<file path="config.mk">
export PLATFORM = sky130hd
export DESIGN_NAME = tdm_demux4_flat
export DESIGN_NICKNAME = d
export VERILOG_FILES = /design/src/rtl/tdm_pkg.sv /design/src/rtl/tdm_demux4_if.sv /design/src/rtl/tdm_slot_ctr.sv /design/src/rtl/tdm_demux4.sv /design/src/flat_wrapper.sv
export SDC_FILE = /design/constraint.sdc
export NUM_CORES = 1
export LEC_CHECK = 0
export ABC_AREA = 1
export CAP_MARGIN = 15
export CORE_MARGIN = 4
export CORE_UTILIZATION = 35
export DETAILED_ROUTE_END_ITERATION = 16
export PLACE_DENSITY = 0.73
export SETUP_SLACK_MARGIN = 0.3
export SLEW_MARGIN = 10
export SYNTH_ARGS = -nofsm -noshare
export SYNTH_HDL_FRONTEND = slang
export SYNTH_SLANG_ARGS = --single-unit
</file>
<file path="constraint.sdc">
create_clock -name clk -period 1.2 [get_ports clk]
set_clock_uncertainty 0.05 [all_clocks]
set_input_delay 0.12 -clock clk [delete_from_list [all_inputs] [get_ports clk]]
set_output_delay 0.12 -clock clk [all_outputs]
set_load 0.02 [all_outputs]
</file>
<file path="src/rtl/tdm_pkg.sv">
// tdm_pkg: shared state encodings, slot numbering and default beat width for the TDM link
package tdm_pkg;
    localparam int TDM_WIDTH = 1;
    typedef enum logic {ST_HUNT = 1'b0, ST_RUN = 1'b1} state_t;
    localparam logic [1:0] SLOT_A = 2'b00;
    localparam logic [1:0] SLOT_B = 2'b01;
    localparam logic [1:0] SLOT_C = 2'b10;
    localparam logic [1:0] SLOT_D = 2'b11;
endpackage

</file>
<file path="src/rtl/tdm_demux4_if.sv">
// tdm_demux4_if: framed beat input and decoded channel outputs of the 4-slot demultiplexer
interface tdm_demux4_if #(parameter int WIDTH = tdm_pkg::TDM_WIDTH);
    logic             din_valid;
    logic             sync;
    logic [WIDTH-1:0] din;
    logic [WIDTH-1:0] a, b, c, d;
    logic [1:0]       sel;
    logic             frame_valid;
    logic             frame_err;
    logic             locked;
    modport master (output din_valid, sync, din,
                    input a, b, c, d, sel, frame_valid, frame_err, locked);
    modport slave (input din_valid, sync, din,
                   output a, b, c, d, sel, frame_valid, frame_err, locked);
endinterface

</file>
<file path="src/rtl/tdm_slot_ctr.sv">
// tdm_slot_ctr: 2-bit next-expected-slot counter with clear, jump-to-slot-1 and increment
module tdm_slot_ctr
    import tdm_pkg::*;
(
    input  logic       clk,
    input  logic       reset,
    input  logic       clear,
    input  logic       load1,
    input  logic       inc,
    output logic [1:0] sel,
    output logic       last
);
    // clear wins over a frame-start load, which wins over a plain advance; slot 3 wraps to 0
    always_ff @(posedge clk)
        if (reset || clear) sel <= SLOT_A;
        else if (load1) sel <= SLOT_B;
        else if (inc) sel <= sel + 2'd1;

    assign last = sel == SLOT_D;
endmodule

</file>
<file path="src/rtl/tdm_demux4.sv">
// tdm_demux4: steers framed slot beats into channels a..d and publishes whole frames atomically
module tdm_demux4
    import tdm_pkg::*;
#(
    parameter int WIDTH = TDM_WIDTH
) (
    input logic         clk,
    input logic         reset,
    tdm_demux4_if.slave bus
);
    state_t           st, nxt;
    logic [1:0]       sel, wr_idx;
    logic             last, clr, ld1, inc, wr, fv, fe;
    logic [WIDTH-1:0] shadow [3];
    logic [WIDTH-1:0] a_q, b_q, c_q, d_q;
    logic             fv_q, fe_q;

    tdm_slot_ctr u_ctr (
        .clk   (clk),
        .reset (reset),
        .clear (clr),
        .load1 (ld1),
        .inc   (inc),
        .sel   (sel),
        .last  (last)
    );

    // frame lock FSM: a sync beat always restarts at slot 0; a missing sync at slot 0 drops lock
    always_comb begin
        nxt    = st;
        clr    = 1'b0;
        ld1    = 1'b0;
        inc    = 1'b0;
        wr     = 1'b0;
        wr_idx = SLOT_A;
        fv     = 1'b0;
        fe     = 1'b0;
        if (bus.din_valid) begin
            if (st == ST_HUNT) begin
                if (bus.sync) begin
                    wr  = 1'b1;
                    ld1 = 1'b1;
                    nxt = ST_RUN;
                end
            end else if (bus.sync) begin
                wr  = 1'b1;
                ld1 = 1'b1;
                fe  = sel != SLOT_A;
            end else if (sel == SLOT_A) begin
                fe  = 1'b1;
                clr = 1'b1;
                nxt = ST_HUNT;
            end else begin
                wr     = !last;
                wr_idx = sel;
                inc    = 1'b1;
                fv     = last;
            end
        end
    end

    // state, shadow slots and published outputs; the slot-3 beat goes straight to d
    always_ff @(posedge clk) begin
        if (reset) begin
            st     <= ST_HUNT;
            shadow <= '{default: '0};
            a_q    <= '0;
            b_q    <= '0;
            c_q    <= '0;
            d_q    <= '0;
            fv_q   <= 1'b0;
            fe_q   <= 1'b0;
        end else begin
            st   <= nxt;
            fv_q <= fv;
            fe_q <= fe;
            for (int i = 0; i < 3; i++)
                if (wr && wr_idx == 2'(i)) shadow[i] <= bus.din;
            if (fv) {a_q, b_q, c_q, d_q} <= {shadow[0], shadow[1], shadow[2], bus.din};
        end
    end

    assign bus.a           = a_q;
    assign bus.b           = b_q;
    assign bus.c           = c_q;
    assign bus.d           = d_q;
    assign bus.sel         = sel;
    assign bus.frame_valid = fv_q;
    assign bus.frame_err   = fe_q;
    assign bus.locked      = st == ST_RUN;
endmodule

</file>
<file path="src/flat_wrapper.sv">
// flat-port wrapper written by rule: the top's interface ports become plain ports
module tdm_demux4_flat import tdm_pkg::*;
#(
    parameter int WIDTH = TDM_WIDTH
)
  (clk, reset, bus_din_valid, bus_sync, bus_din, bus_a, bus_b, bus_c, bus_d, bus_sel, bus_frame_valid, bus_frame_err, bus_locked);
  tdm_demux4_if #(.WIDTH(WIDTH)) bus_i ();
  input logic clk;
  input logic reset;
  input wire logic [$bits(bus_i.din_valid)-1:0] bus_din_valid;
  input wire logic [$bits(bus_i.sync)-1:0] bus_sync;
  input wire logic [$bits(bus_i.din)-1:0] bus_din;
  output wire logic [$bits(bus_i.a)-1:0] bus_a;
  output wire logic [$bits(bus_i.b)-1:0] bus_b;
  output wire logic [$bits(bus_i.c)-1:0] bus_c;
  output wire logic [$bits(bus_i.d)-1:0] bus_d;
  output wire logic [$bits(bus_i.sel)-1:0] bus_sel;
  output wire logic [$bits(bus_i.frame_valid)-1:0] bus_frame_valid;
  output wire logic [$bits(bus_i.frame_err)-1:0] bus_frame_err;
  output wire logic [$bits(bus_i.locked)-1:0] bus_locked;
  assign bus_i.din_valid = bus_din_valid;
  assign bus_i.sync = bus_sync;
  assign bus_i.din = bus_din;
  assign bus_a = bus_i.a;
  assign bus_b = bus_i.b;
  assign bus_c = bus_i.c;
  assign bus_d = bus_i.d;
  assign bus_sel = bus_i.sel;
  assign bus_frame_valid = bus_i.frame_valid;
  assign bus_frame_err = bus_i.frame_err;
  assign bus_locked = bus_i.locked;
  tdm_demux4 #(.WIDTH(WIDTH)) u_core (.clk(clk), .reset(reset), .bus(bus_i));
endmodule
</file>
Yosys cells after proc, flatten, opt, wreduce, memory -nomap -nowiden
Cells that the tools add are included.
{"block": "totals", "reg_bits": 12, "out_inout_bits": 9, "elab_cells": 56}
{"block": "classes", "n_reduce_logical": 11, "addsub": 1, "n_eq_ne": 3, "n_bitwise": 2, "muxes": 27}
{"op": "$mux W1", "count": 23}
{"op": "$mux W2", "count": 4}
{"op": "$eq A2 B2 Y1 const B", "count": 2}
{"op": "$logic_not A2 Y1", "count": 2}
{"op": "$reduce_bool A2 Y1", "count": 2}
{"op": "$logic_and A1 B1 Y1", "count": 3}
{"op": "$reduce_or A3 Y1", "count": 1}
{"op": "$add A2 B1 Y2 const B", "count": 1}
{"op": "$eq A2 B1 Y1 const B", "count": 1}
{"op": "$not A1 Y1", "count": 2}
{"op": "$reduce_or A2 Y1", "count": 1}
{"op": "$logic_not A1 Y1", "count": 1}
{"op": "$logic_or A1 B1 Y1", "count": 1}

Longest topological paths before layout
Gate-level depths: netlist of run 1.
{"block": "depth", "ltp_word": 7, "ltp_mapped": 9}

Hierarchy
Synthesis of run 1 repeated with hierarchy kept, for this count alone.
{"block": "hier_totals", "cells_unflattened": 77, "hier_area_um2": 574.3}
{"module": "tdm_demux4", "seq_area_each_um2": 200.2, "n_inst": 1, "cells_per_inst": 61, "area_per_inst_um2": 466.7}
{"module": "tdm_slot_ctr", "seq_area_each_um2": 40.0, "n_inst": 1, "cells_per_inst": 16, "area_per_inst_um2": 107.6}

Least setup slack after synthesis of run 1
Ideal clock, no wire load.
{"block": "synth_timing", "kind": "reg2reg", "startpoint": "reg u_core.u_ctr.sel[0]", "endpoint": "reg u_core.shadow[0] in the netlist's numbering", "arrival_ns": 1.308, "path_slack_ns": -0.271, "path_stages_with_launch": 10, "path_cell_list": "dfxtp_1 inv_2 ha_1 nand3_1 nand2_1 nand2_1 nor2_2 nand2_1 nand2_1 nor2_1"}
{"block": "synth_via", "elab_chain_cells": 7}
{"element": "from (decl)", "line": "tdm_slot_ctr.sv:10", "rtl": "output logic [1:0] sel,"}
{"element": "from (signal assigned)", "line": "tdm_slot_ctr.sv:17", "rtl": "else if (inc) sel <= sel + 2'd1;"}
{"element": "$logic_not A2 Y1 or $eq A2 B2 Y1 (tied branches)", "line": "tdm_demux4.sv:49, tdm_slot_ctr.sv:19"}
{"element": "$mux W2 or $logic_not A1 Y1 (tied branches)", "line": "tdm_demux4.sv:49, tdm_demux4.sv:54"}
{"element": "$mux W2 or $mux W1 (tied branches)", "line": "tdm_demux4.sv:45, tdm_demux4.sv:49"}
{"element": "$mux W2 or $mux W1 (tied branches)", "line": "tdm_demux4.sv:39, tdm_demux4.sv:45"}
{"element": "$mux W2 or $mux W1 (tied branches)", "line": "tdm_demux4.sv:38, tdm_demux4.sv:39"}
{"element": "$eq A2 B2 Y1 or $mux W1 (tied branches)", "line": "tdm_demux4.sv:78, tdm_demux4.sv:38"}
{"element": "$logic_and A1 B1 Y1 (*)", "line": "tdm_demux4.sv:78", "rtl": "if (wr && wr_idx == 2'(i)) shadow[i] <= bus.din;"}
{"element": "to (signal, indexed assignment)", "line": "tdm_demux4.sv:78"}
{"element": "to (decl)", "line": "tdm_demux4.sv:14", "rtl": "logic [WIDTH-1:0] shadow [3];"}
Mark *: on every way between the ends. The rest lies on a longest branch, timed or not.
A chain may end at the register's enable or synchronous reset.

Final worst setup path of run 1
{"block": "layout_timing", "startpoint": "reg u_core.u_ctr.sel[0]", "endpoint": "reg u_core.shadow[1] in the netlist's numbering"}
{"block": "layout_via", "elab_chain_cells": 7}
{"element": "$logic_not A2 Y1 or $eq A2 B2 Y1 (tied branches)", "line": "tdm_demux4.sv:49, tdm_slot_ctr.sv:19"}
{"element": "$mux W2 or $logic_not A1 Y1 (tied branches)", "line": "tdm_demux4.sv:49, tdm_demux4.sv:54"}
{"element": "$mux W2 or $mux W1 (tied branches)", "line": "tdm_demux4.sv:45, tdm_demux4.sv:49"}
{"element": "$mux W2 or $mux W1 (tied branches)", "line": "tdm_demux4.sv:39, tdm_demux4.sv:45"}
{"element": "$mux W2 or $mux W1 (tied branches)", "line": "tdm_demux4.sv:38, tdm_demux4.sv:39"}
{"element": "$eq A2 B1 Y1 or $mux W1 (tied branches)", "line": "tdm_demux4.sv:78, tdm_demux4.sv:38"}
{"element": "$logic_and A1 B1 Y1 (*)", "line": "tdm_demux4.sv:78"}
Marks and branches as above.

==> impl_metrics.py, run 1 <==
metrics = {
    "timing": {
        "tightest_slew_ns": 0.239,
        "worst_slack_ns": -0.0998,
        "rsz0062_at_grt": "yes",
        "finalCriticalPeriod_ns": 1.30,
        "slew_headroom_pct": 84.1,
        "worst_hold_slack_ns": 0.350,
        "fmax_ghz": 0.769,
        "fin_crit_sh_pct": 108,
        "drv_slew": 0,
        "hold_viol": 0,
        "setup_violations": 3,
    },
    "clocking": {
        "cts_max_path_buffers": 2,
        "clkSinkCount": 12,
        "clk_pin_slew_worst_paths_ns": 0.08,
        "cts.htree.levels": 1,
        "clock_latency_ns": 0.28,
        "cts-hold-fix-buffers": 0,
        "cts_made_buffers": 3,
        "cts_tree": "done",
        "root_buffer": "clkbuf_4",
    },
    "synthesis": {
        "yosysUniqueCellTypes": 17,
        "syn_nets": 86,
        "ys_ff_latch": 12,
        "yosys_warnings": 0,
        "synthTopCellsByArea": "dfxtp_1 (42%), nor2_1 (11%), nand2_1 (9.8%)",
        "avgSynthCellArea_um2": 7.44,
        "yosysTopAreaCellShare_pct": 41.9,
        "ys_seq_area_share_pct": 41.9,
        "yosysTopAreaCell": "dfxtp_1",
        "syn_inst": 77,
        "syn-cell-area_um2": 573,
    },
    "route": {
        "drt-pass1-iter-count": 6,
        "drcViolationCount": 0,
        "drtIter0Drc": 5,
        "avgViaCountPerCell": 4.60,
        "ant_nets": 0,
        "wirelength_um": 1190,
        "num_vias": 557,
        "wl_per_cell_um": 9.82,
    },
    "setup_path": {
        "crit_path_start_kind": "register",
        "critPathRequiredTime_ns": 1.32,
        "r2r_start": "u_core.u_ctr.sel[0]",
        "setup.worst_path.start": "u_core.u_ctr.sel[0]",
        "crit_chain": "inv_4, ha_4, nand3_2, nand2_2, nand2_1, nor2_2, nand2_1, nand2_1, nor2_1",
        "critPathMaxStageDelay_ns": 0.36,
        "worstSetupEndpointType": "register",
        "worstSetupPathType": "register to register",
        "cp_slowest_cell": "dfxtp_4",
        "worst_path_most_repeated_cell": "nand2_1",
        "arrival_ns": 1.42,
        "cp_max_fo": 3,
    },
    "global_route": {
        "antenna_found_initial": 0,
        "grtUsageMet3_pct": 3.07,
        "met2_usage_pct": 20.4,
        "grt-busiest-layer": "met2",
        "grt_max_degree": 9,
        "grt_pass1_vias": 558,
        "overflow": 0,
        "grt_use_total_pct": 11.1,
        "gr-usage-met1_pct": 11.7,
        "grt_pass1_wl_um": 2130,
    },
    "power_and_ir_drop": {
        "power-per-cell-area_nw_per_um2": 854,
        "power.share.clock_pct": 32.1,
        "seqPwrFrac_pct": 49.5,
        "power.leakage_nw": 0.444,
        "power_mw": 0.830,
        "p_comb_share_pct": 18.4,
        "p_switching_mw": 0.221,
        "power.internal_mw": 0.608,
        "vdd_drop_max_v": 0.000506,
        "swShare_pct": 26.7,
    },
    "status": {
        "violations": "negative setup slack",
        "status": "finished with violations",
    },
    "cells_and_area": {
        "final_common_cell": "nor2_1",
        "nets": 115,
        "area_growth_pct": 69.7,
        "layout-drive-gt1-share_pct": 58.1,
        "antenna_cells": 0,
        "final_cell_mix": "nor2_1 (13), nand2_1 (10), buf_6 (10), buf_4 (10), nand2_2 (7)",
    },
    "placement": {
        "dp_hpwl_um": 935,
        "gp_congestion": 0.772,
        "io_buffer_count": 13,
    },
    "floorplanning": {
        "start_util_pct": 37.6,
        "coreArea_um2": 1520,
        "die_x_um": 48.5,
        "ioPinCount": 14,
        "dieArea_um2": 2350,
        "fp.dieH_um": 48.5,
        "placementRows": 14,
    },
    "flow_run": {
        "drv_cap": 0,
    },
    "min_path": {
        "hold_path_class": "input port to register",
        "min_from": "reset",
    },
}
-- registers in the layout (all words and copies together), names as in the netlist --
name                    cells
u_core.bus.a                1
u_core.bus.locked           1
u_core.bus.frame_valid      1
u_core.bus.frame_err        1
u_core.bus.d                1
u_core.u_ctr.sel            2
u_core.bus.b                1
u_core.shadow               3
u_core.bus.c                1
-- power by group through the flow --
stage / combinational [mW] / clock [mW] / sequential, mW
2_1_floorplan: 0.0665 / 0 / 0.428
3_3_place_gp: 0.133 / 0 / 0.420
3_5_place_dp: 0.134 / 0 / 0.420
4_1_cts: 0.149 / 0.273 / 0.410
5_1_grt: 0.171 / 0.294 / 0.412
6_report: 0.153 / 0.266 / 0.410
-- through the flow --
| stage | instances | setup slack [ns] | utilization (%) | TNS, ns | area, µm² |
|---|---|---|---|---|---|
| after floorplan | 77 | -0.104 | - | -0.183 | 642 |
| after global placement | 115 | -0.227 | 56.4 | -1.82 | 860 |
| after detailed placement | 115 | -0.237 | 56.4 | -2.09 | 860 |
| after CTS | 121 | -0.0888 | 61.3 | -0.202 | 935 |
| after global routing | 121 | -0.196 | 63.8 | -0.625 | 972 |
| final | 121 | -0.0998 | 63.8 | -0.249 | 972 |
-- cell families after synthesis --
group / after synthesis / share of synthesized area [%]
adder cells (fa/ha/maj): 4 / 8.73
buffers and inverters: 9 / 6.77
AND/OR/NAND/NOR: 43 / 33.8
flip-flops: 12 / 41.9
AO/OA/AOI/OAI: 9 / 8.73
-- layer usage --
layer / up-vias / wire [µm]
met2: 14 / 596
li1: 296 / -
met3: 2 / 64
met5: - / 0
met4: 0 / 17
met1: 245 / 510
-- layout make-up --
| class | count | area (µm²) |
|---|---|---|
| multi-input combinational | 56 | 397 |
| fill | 137 | 552 |
| tap | 16 | 20.0 |
| timing repair buffer | 24 | 226 |
| sequential | 12 | 259 |
| clock buffer | 4 | 26.3 |
| inverter | 9 | 43.8 |
-- final timing paths --
path	slack [ns]	end	cells past startpoint
worst max-delay path	-0.1	u_core.shadow[1]	9
worst max register to register	-0.1	u_core.shadow[1]	9
worst min register to register	0.44	u_core.shadow[0]	2
worst min-delay path	0.35	u_core.bus.frame_valid	2
-- cell usage after synthesis (all sizes together) --
library cell  instances
o21ai                 6
inv                   8
ha                    4
dfxtp                12
a21oi                 2
nor3                  1
nor2                 20
nand2                19
a31oi                 1
clkinv                1
nand3                 3
-- worst max-delay path: cells and delay by family, from the launching register on --
kind          cells  cell delay (ns)
buf+inv           1             0.04
fa+ha+maj         1             0.26
simple gates      7             0.48
flops             1             0.36
-- timing repair --
item,in CTS,in global routing
setup buffers,2,0
cloned,0,0
resized for setup,62,12
endpoints found under the setup margin,21,21
pin swaps,4,5
No activity file was read; power rests on OpenSTA's default activity.
==> run 2, diff against run 1 <==
--- a/config.mk
+++ b/config.mk
@@ -11,7 +11,7 @@
 export CORE_UTILIZATION = 35
 export DETAILED_ROUTE_END_ITERATION = 16
 export PLACE_DENSITY = 0.73
-export SETUP_SLACK_MARGIN = 0.3
+export RECOVER_POWER = 25
 export SLEW_MARGIN = 10
 export SYNTH_ARGS = -nofsm -noshare
 export SYNTH_HDL_FRONTEND = slang
==> impl_metrics.py, run 2 (synthesis results as in run 1) <==
metrics = {
    "status": {
        "status": "finished with violations",
        "violations": "negative setup slack",
    },
    "floorplanning": {
        "fp.dieH_um": 48.5,
        "ioPinCount": 14,
        "dieArea_um2": 2350,
        "start_util_pct": 37.6,
        "coreArea_um2": 1520,
        "die_x_um": 48.5,
        "placementRows": 14,
    },
    "timing": {
        "hold_viol": 0,
        "drv_slew": 0,
        "fin_crit_sh_pct": 107,
        "worst_slack_ns": -0.0786,
        "tightest_slew_ns": 0.211,
        "fmax_ghz": 0.782,
        "worst_hold_slack_ns": 0.362,
        "rsz0062_at_grt": "yes",
        "setup_violations": 7,
        "finalCriticalPeriod_ns": 1.28,
        "slew_headroom_pct": 86.0,
    },
    "route": {
        "ant_nets": 0,
        "wl_per_cell_um": 11.5,
        "num_vias": 605,
        "wirelength_um": 1430,
        "drtIter0Drc": 4,
        "drcViolationCount": 0,
        "drt-pass1-iter-count": 4,
        "avgViaCountPerCell": 4.88,
    },
    "min_path": {
        "min_from": "reset",
        "hold_path_end": "u_core.bus.frame_valid",
        "hold_depth": 2,
        "hold_path_class": "input port to register",
    },
    "cells_and_area": {
        "nets": 118,
        "largest_register_ffs": 3,
        "largest-register": "u_core.shadow",
        "area_growth_pct": 66.6,
        "reg_top3": "u_core.shadow (3), u_core.u_ctr.sel (2)",
        "final_cell_count_no_fill": 124,
        "antenna_cells": 0,
        "layout-drive-gt1-share_pct": 45.4,
        "final_cell_mix": "nor2_1 (17), buf_4 (12), dfxtp_1 (9), nand2_2 (8), nand2_1 (8)",
        "final_common_cell": "nor2_1",
    },
    "placement": {
        "dp_hpwl_um": 1020,
        "io_buffer_count": 13,
        "dpl.cell_count": 117,
        "gp_congestion": 0.793,
    },
    "global_route": {
        "grt_pass1_vias": 605,
        "antenna_found_initial": 0,
        "grt_pass1_wl_um": 2410,
        "grt_max_degree": 8,
        "grt_use_total_pct": 12.8,
        "overflow": 0,
    },
    "clocking": {
        "clkSinkCount": 12,
        "cts_made_buffers": 3,
        "cts_max_path_buffers": 2,
        "clock_latency_ns": 0.28,
        "root_buffer": "clkbuf_4",
        "cts.htree.levels": 1,
        "cts_tree": "done",
        "clk_pin_slew_worst_paths_ns": 0.08,
        "cts-hold-fix-buffers": 0,
    },
    "setup_path": {
        "cp_max_fo": 3,
        "r2r_slack_ns": -0.08,
        "crit_chain": "inv_4, ha_4, nand3_4, nand2_4, nand2_2, nor2_2, nand2_1, nand2_1, nor2_1",
        "crit_path_start_kind": "register",
        "worst_path_most_repeated_cell": "nand2_1",
        "arrival_ns": 1.41,
        "r2r_cells": 9,
        "worstSetupEndpointType": "register",
        "critPathRequiredTime_ns": 1.33,
        "worstSetupPathType": "register to register",
        "cp_slowest_cell": "dfxtp_4",
        "r2r_start": "u_core.u_ctr.sel[0]",
        "rr_endpoint": "u_core.shadow[0]",
        "critPathMaxStageDelay_ns": 0.37,
    },
    "power_and_ir_drop": {
        "power.leakage_nw": 0.462,
        "power-per-cell-area_nw_per_um2": 937,
        "vdd_drop_max_v": 0.000635,
        "power_mw": 0.894,
    },
    "flow_run": {
        "drv_cap": 0,
    },
}
[run 2: worst max path at each step]
| stage | start | end | cells past startpoint | slack [ns] |
|---|---|---|---|---|
| 2_1_floorplan | u_core.u_ctr.sel[0] | u_core.shadow[0] | 9 | -0.11 |
| 3_3_place_gp | bus_sync | u_core.u_ctr.sel[1] | 6 | -0.18 |
| 3_5_place_dp | bus_sync | u_core.u_ctr.sel[1] | 6 | -0.22 |
| 4_1_cts | u_core.u_ctr.sel[1] | u_core.shadow[1] | 9 | -0.08 |
| 5_1_grt | u_core.u_ctr.sel[1] | u_core.shadow[1] | 9 | -0.16 |
| 6_report | u_core.u_ctr.sel[0] | u_core.shadow[0] | 9 | -0.08 |
[run 2: area by class of cell]
| type | count | area (µm²) |
|---|---|---|
| Clock buffer | 4 | 36.3 |
| Fill cell | 137 | 569 |
| Inverter | 9 | 43.8 |
| Multi-Input combinational cell | 56 | 380 |
| Sequential cell | 12 | 249 |
| Tap cell | 16 | 20.0 |
| Timing Repair Buffer | 27 | 225 |
[run 2: report_power, final]
part,switching [mW],internal (mW)
combinational,0.0775,0.0733
clock,0.147,0.185
sequential,0.00807,0.404
total,0.232,0.662
[run 2: critical path: cells and delay by family (launching register included)]
kind	cells	cell delay, ns
buf+inv	1	0.04
fa+ha+maj	1	0.27
simple gates	7	0.45
flops	1	0.37
[run 2: through the flow]
stage	instance area (µm²)	util, %	setup TNS [ns]	setup WS [ns]
finish	955	62.6	-0.362	-0.0786
global route	955	62.6	-0.785	-0.156
CTS	916	60.1	-0.294	-0.0804
detailed placement	840	55.1	-1.90	-0.215
global placement	840	55.1	-1.58	-0.175
floorplan	607	-	-0.190	-0.108
[run 2: per-layer routing]
layer	global-route usage (%)	share of wire [%]	vias up
met4	2.69	0.84	0
li1	-	-	308
met2	25.2	55	18
met5	0	0	-
met3	5.21	7.4	4
met1	11.8	37	275
[run 2: timing repair]
action                                  4_1_cts  5_1_grt
endpoints found under the setup margin       18       11
buffers inserted                              3        0
pin swaps                                     8        6
gates resized for setup                      20       14
==> run 3, diff against run 2 <==
--- a/config.mk
+++ b/config.mk
@@ -12,6 +12,7 @@
 export DETAILED_ROUTE_END_ITERATION = 16
 export PLACE_DENSITY = 0.73
 export RECOVER_POWER = 25
+export SKIP_CTS_REPAIR_TIMING = 1
 export SLEW_MARGIN = 10
 export SYNTH_ARGS = -nofsm -noshare
 export SYNTH_HDL_FRONTEND = slang
==> impl_metrics.py, run 3 (synthesis results as in run 1) <==
metrics = {
    "timing": {
        "hold_viol": 0,
        "rsz0062_at_grt": "yes",
        "worst_slack_ns": -0.103,
        "finalCriticalPeriod_ns": 1.30,
        "tightest_slew_ns": 0.257,
        "fmax_ghz": 0.767,
        "fin_crit_sh_pct": 109,
        "drv_slew": 0,
        "setup_violations": 6,
        "slew_headroom_pct": 83.0,
        "worst_hold_slack_ns": 0.357,
    },
    "floorplanning": {
        "start_util_pct": 37.6,
        "die_x_um": 48.5,
        "dieArea_um2": 2350,
        "fp.dieH_um": 48.5,
        "coreArea_um2": 1520,
        "placementRows": 14,
        "ioPinCount": 14,
    },
    "route": {
        "avgViaCountPerCell": 4.77,
        "num_vias": 591,
        "drcViolationCount": 0,
        "wl_per_cell_um": 11.1,
        "ant_nets": 0,
        "drt-pass1-iter-count": 4,
        "drtIter0Drc": 13,
        "wirelength_um": 1380,
    },
    "power_and_ir_drop": {
        "vdd_drop_max_v": 0.000614,
        "power-per-cell-area_nw_per_um2": 940,
        "power_mw": 0.886,
        "power.leakage_nw": 0.509,
    },
    "cells_and_area": {
        "final_cell_count_no_fill": 124,
        "nets": 118,
        "layout-drive-gt1-share_pct": 42.6,
        "utilization_pct": 61.8,
        "final_area_um2": 942,
        "final_cell_mix": "nor2_1 (16), buf_4 (13), nand2_1 (11), dfxtp_1 (9), nand2_2 (6)",
        "area_growth_pct": 64.4,
        "antenna_cells": 0,
        "largest-register": "u_core.shadow",
        "reg_top3": "u_core.shadow (3), u_core.u_ctr.sel (2)",
        "final.fill_count": 133,
        "final_common_cell": "nor2_1",
        "largest_register_ffs": 3,
    },
    "placement": {
        "gp_congestion": 0.793,
        "dpl.cell_count": 117,
        "io_buffer_count": 13,
        "dp_hpwl_um": 1020,
        "postPlaceCellArea_um2": 840,
    },
    "setup_path": {
        "worst_path_most_repeated_cell": "nand2_1",
        "critPathRequiredTime_ns": 1.33,
        "cp_slowest_cell": "dfxtp_4",
        "r2r_slack_ns": -0.10,
        "crit_path_start_kind": "register",
        "worstSetupPathType": "register to register",
        "arrival_ns": 1.43,
        "critPathMaxStageDelay_ns": 0.36,
        "worstSetupEndpointType": "register",
        "critPathTopFamily": "simple AND/OR/NAND/NOR gates",
        "crit_chain": "inv_4, ha_4, nand3_2, nand2_2, nand2_1, nor2_2, nand2_1, nand2_1, nor2_1",
        "cp_max_fo": 3,
        "rr_endpoint": "u_core.shadow[1]",
        "r2r_cells": 9,
        "r2r_start": "u_core.u_ctr.sel[0]",
        "worst-path-buf-inv": 1,
    },
    "global_route": {
        "antenna_found_initial": 0,
        "grt_pass1_wl_um": 2240,
        "overflow": 0,
        "grt_max_degree": 8,
        "grt_pass1_vias": 581,
        "grt_use_total_pct": 11.8,
    },
    "min_path": {
        "hold_path_end": "u_core.bus.frame_valid",
        "hold_depth": 2,
        "hold_path_class": "input port to register",
        "min_from": "reset",
    },
    "flow_run": {
        "drv_cap": 0,
    },
    "clocking": {
        "clock_latency_ns": 0.28,
        "clkSinkCount": 12,
        "clk_pin_slew_worst_paths_ns": 0.08,
        "root_buffer": "clkbuf_4",
        "cts.htree.levels": 1,
        "cts_max_path_buffers": 2,
        "cts_tree": "done",
        "cts_made_buffers": 3,
    },
    "status": {
        "status": "finished with violations",
        "violations": "negative setup slack",
    },
}
[run 3: layout make-up]
class                           count  area [µm²]  share of cell area (%)
Inverter                            9        43.8                    4.65
Sequential cell                    12         251                    26.7
Clock buffer                        4        36.3                    3.85
Multi-Input combinational cell     56         363                    38.5
Tap cell                           16        20.0                    2.12
Timing Repair Buffer               27         228                    24.2
[run 3: power breakdown]
part,internal [mW],switching [mW],leakage (nW)
Clock,0.185,0.148,0.0210
Sequential,0.403,0.00676,0.0994
Combinational,0.0699,0.0735,0.388
[run 3: worst max path at each step]
| stage | start | cells after the start | slack, ns | end |
|---|---|---|---|---|
| 2_1_floorplan | u_core.u_ctr.sel[0] | 9 | -0.11 | u_core.shadow[0] |
| 5_1_grt | u_core.u_ctr.sel[1] | 9 | -0.19 | u_core.shadow[1] |
| 3_5_place_dp | bus_sync | 6 | -0.22 | u_core.u_ctr.sel[1] |
| 4_1_cts | u_core.u_ctr.sel[0] | 2 | -0.34 | bus_sel[0] |
| 3_3_place_gp | bus_sync | 6 | -0.18 | u_core.u_ctr.sel[1] |
| 6_report | u_core.u_ctr.sel[0] | 9 | -0.10 | u_core.shadow[1] |
[run 3: metrics by stage]
stage	TNS [ns]	worst slack, ns
finish	-0.286	-0.103
global route	-0.687	-0.190
CTS	-2.47	-0.339
detailed placement	-1.90	-0.215
global placement	-1.58	-0.175
floorplan	-0.190	-0.108
[run 3: metal layers]
layer	global-route usage, %	vias up	wire length [µm]
met5	0	-	0
met4	2.69	0	4
met3	5.21	2	86
met2	22.6	20	722
met1	11.3	267	566
li1	-	302	-
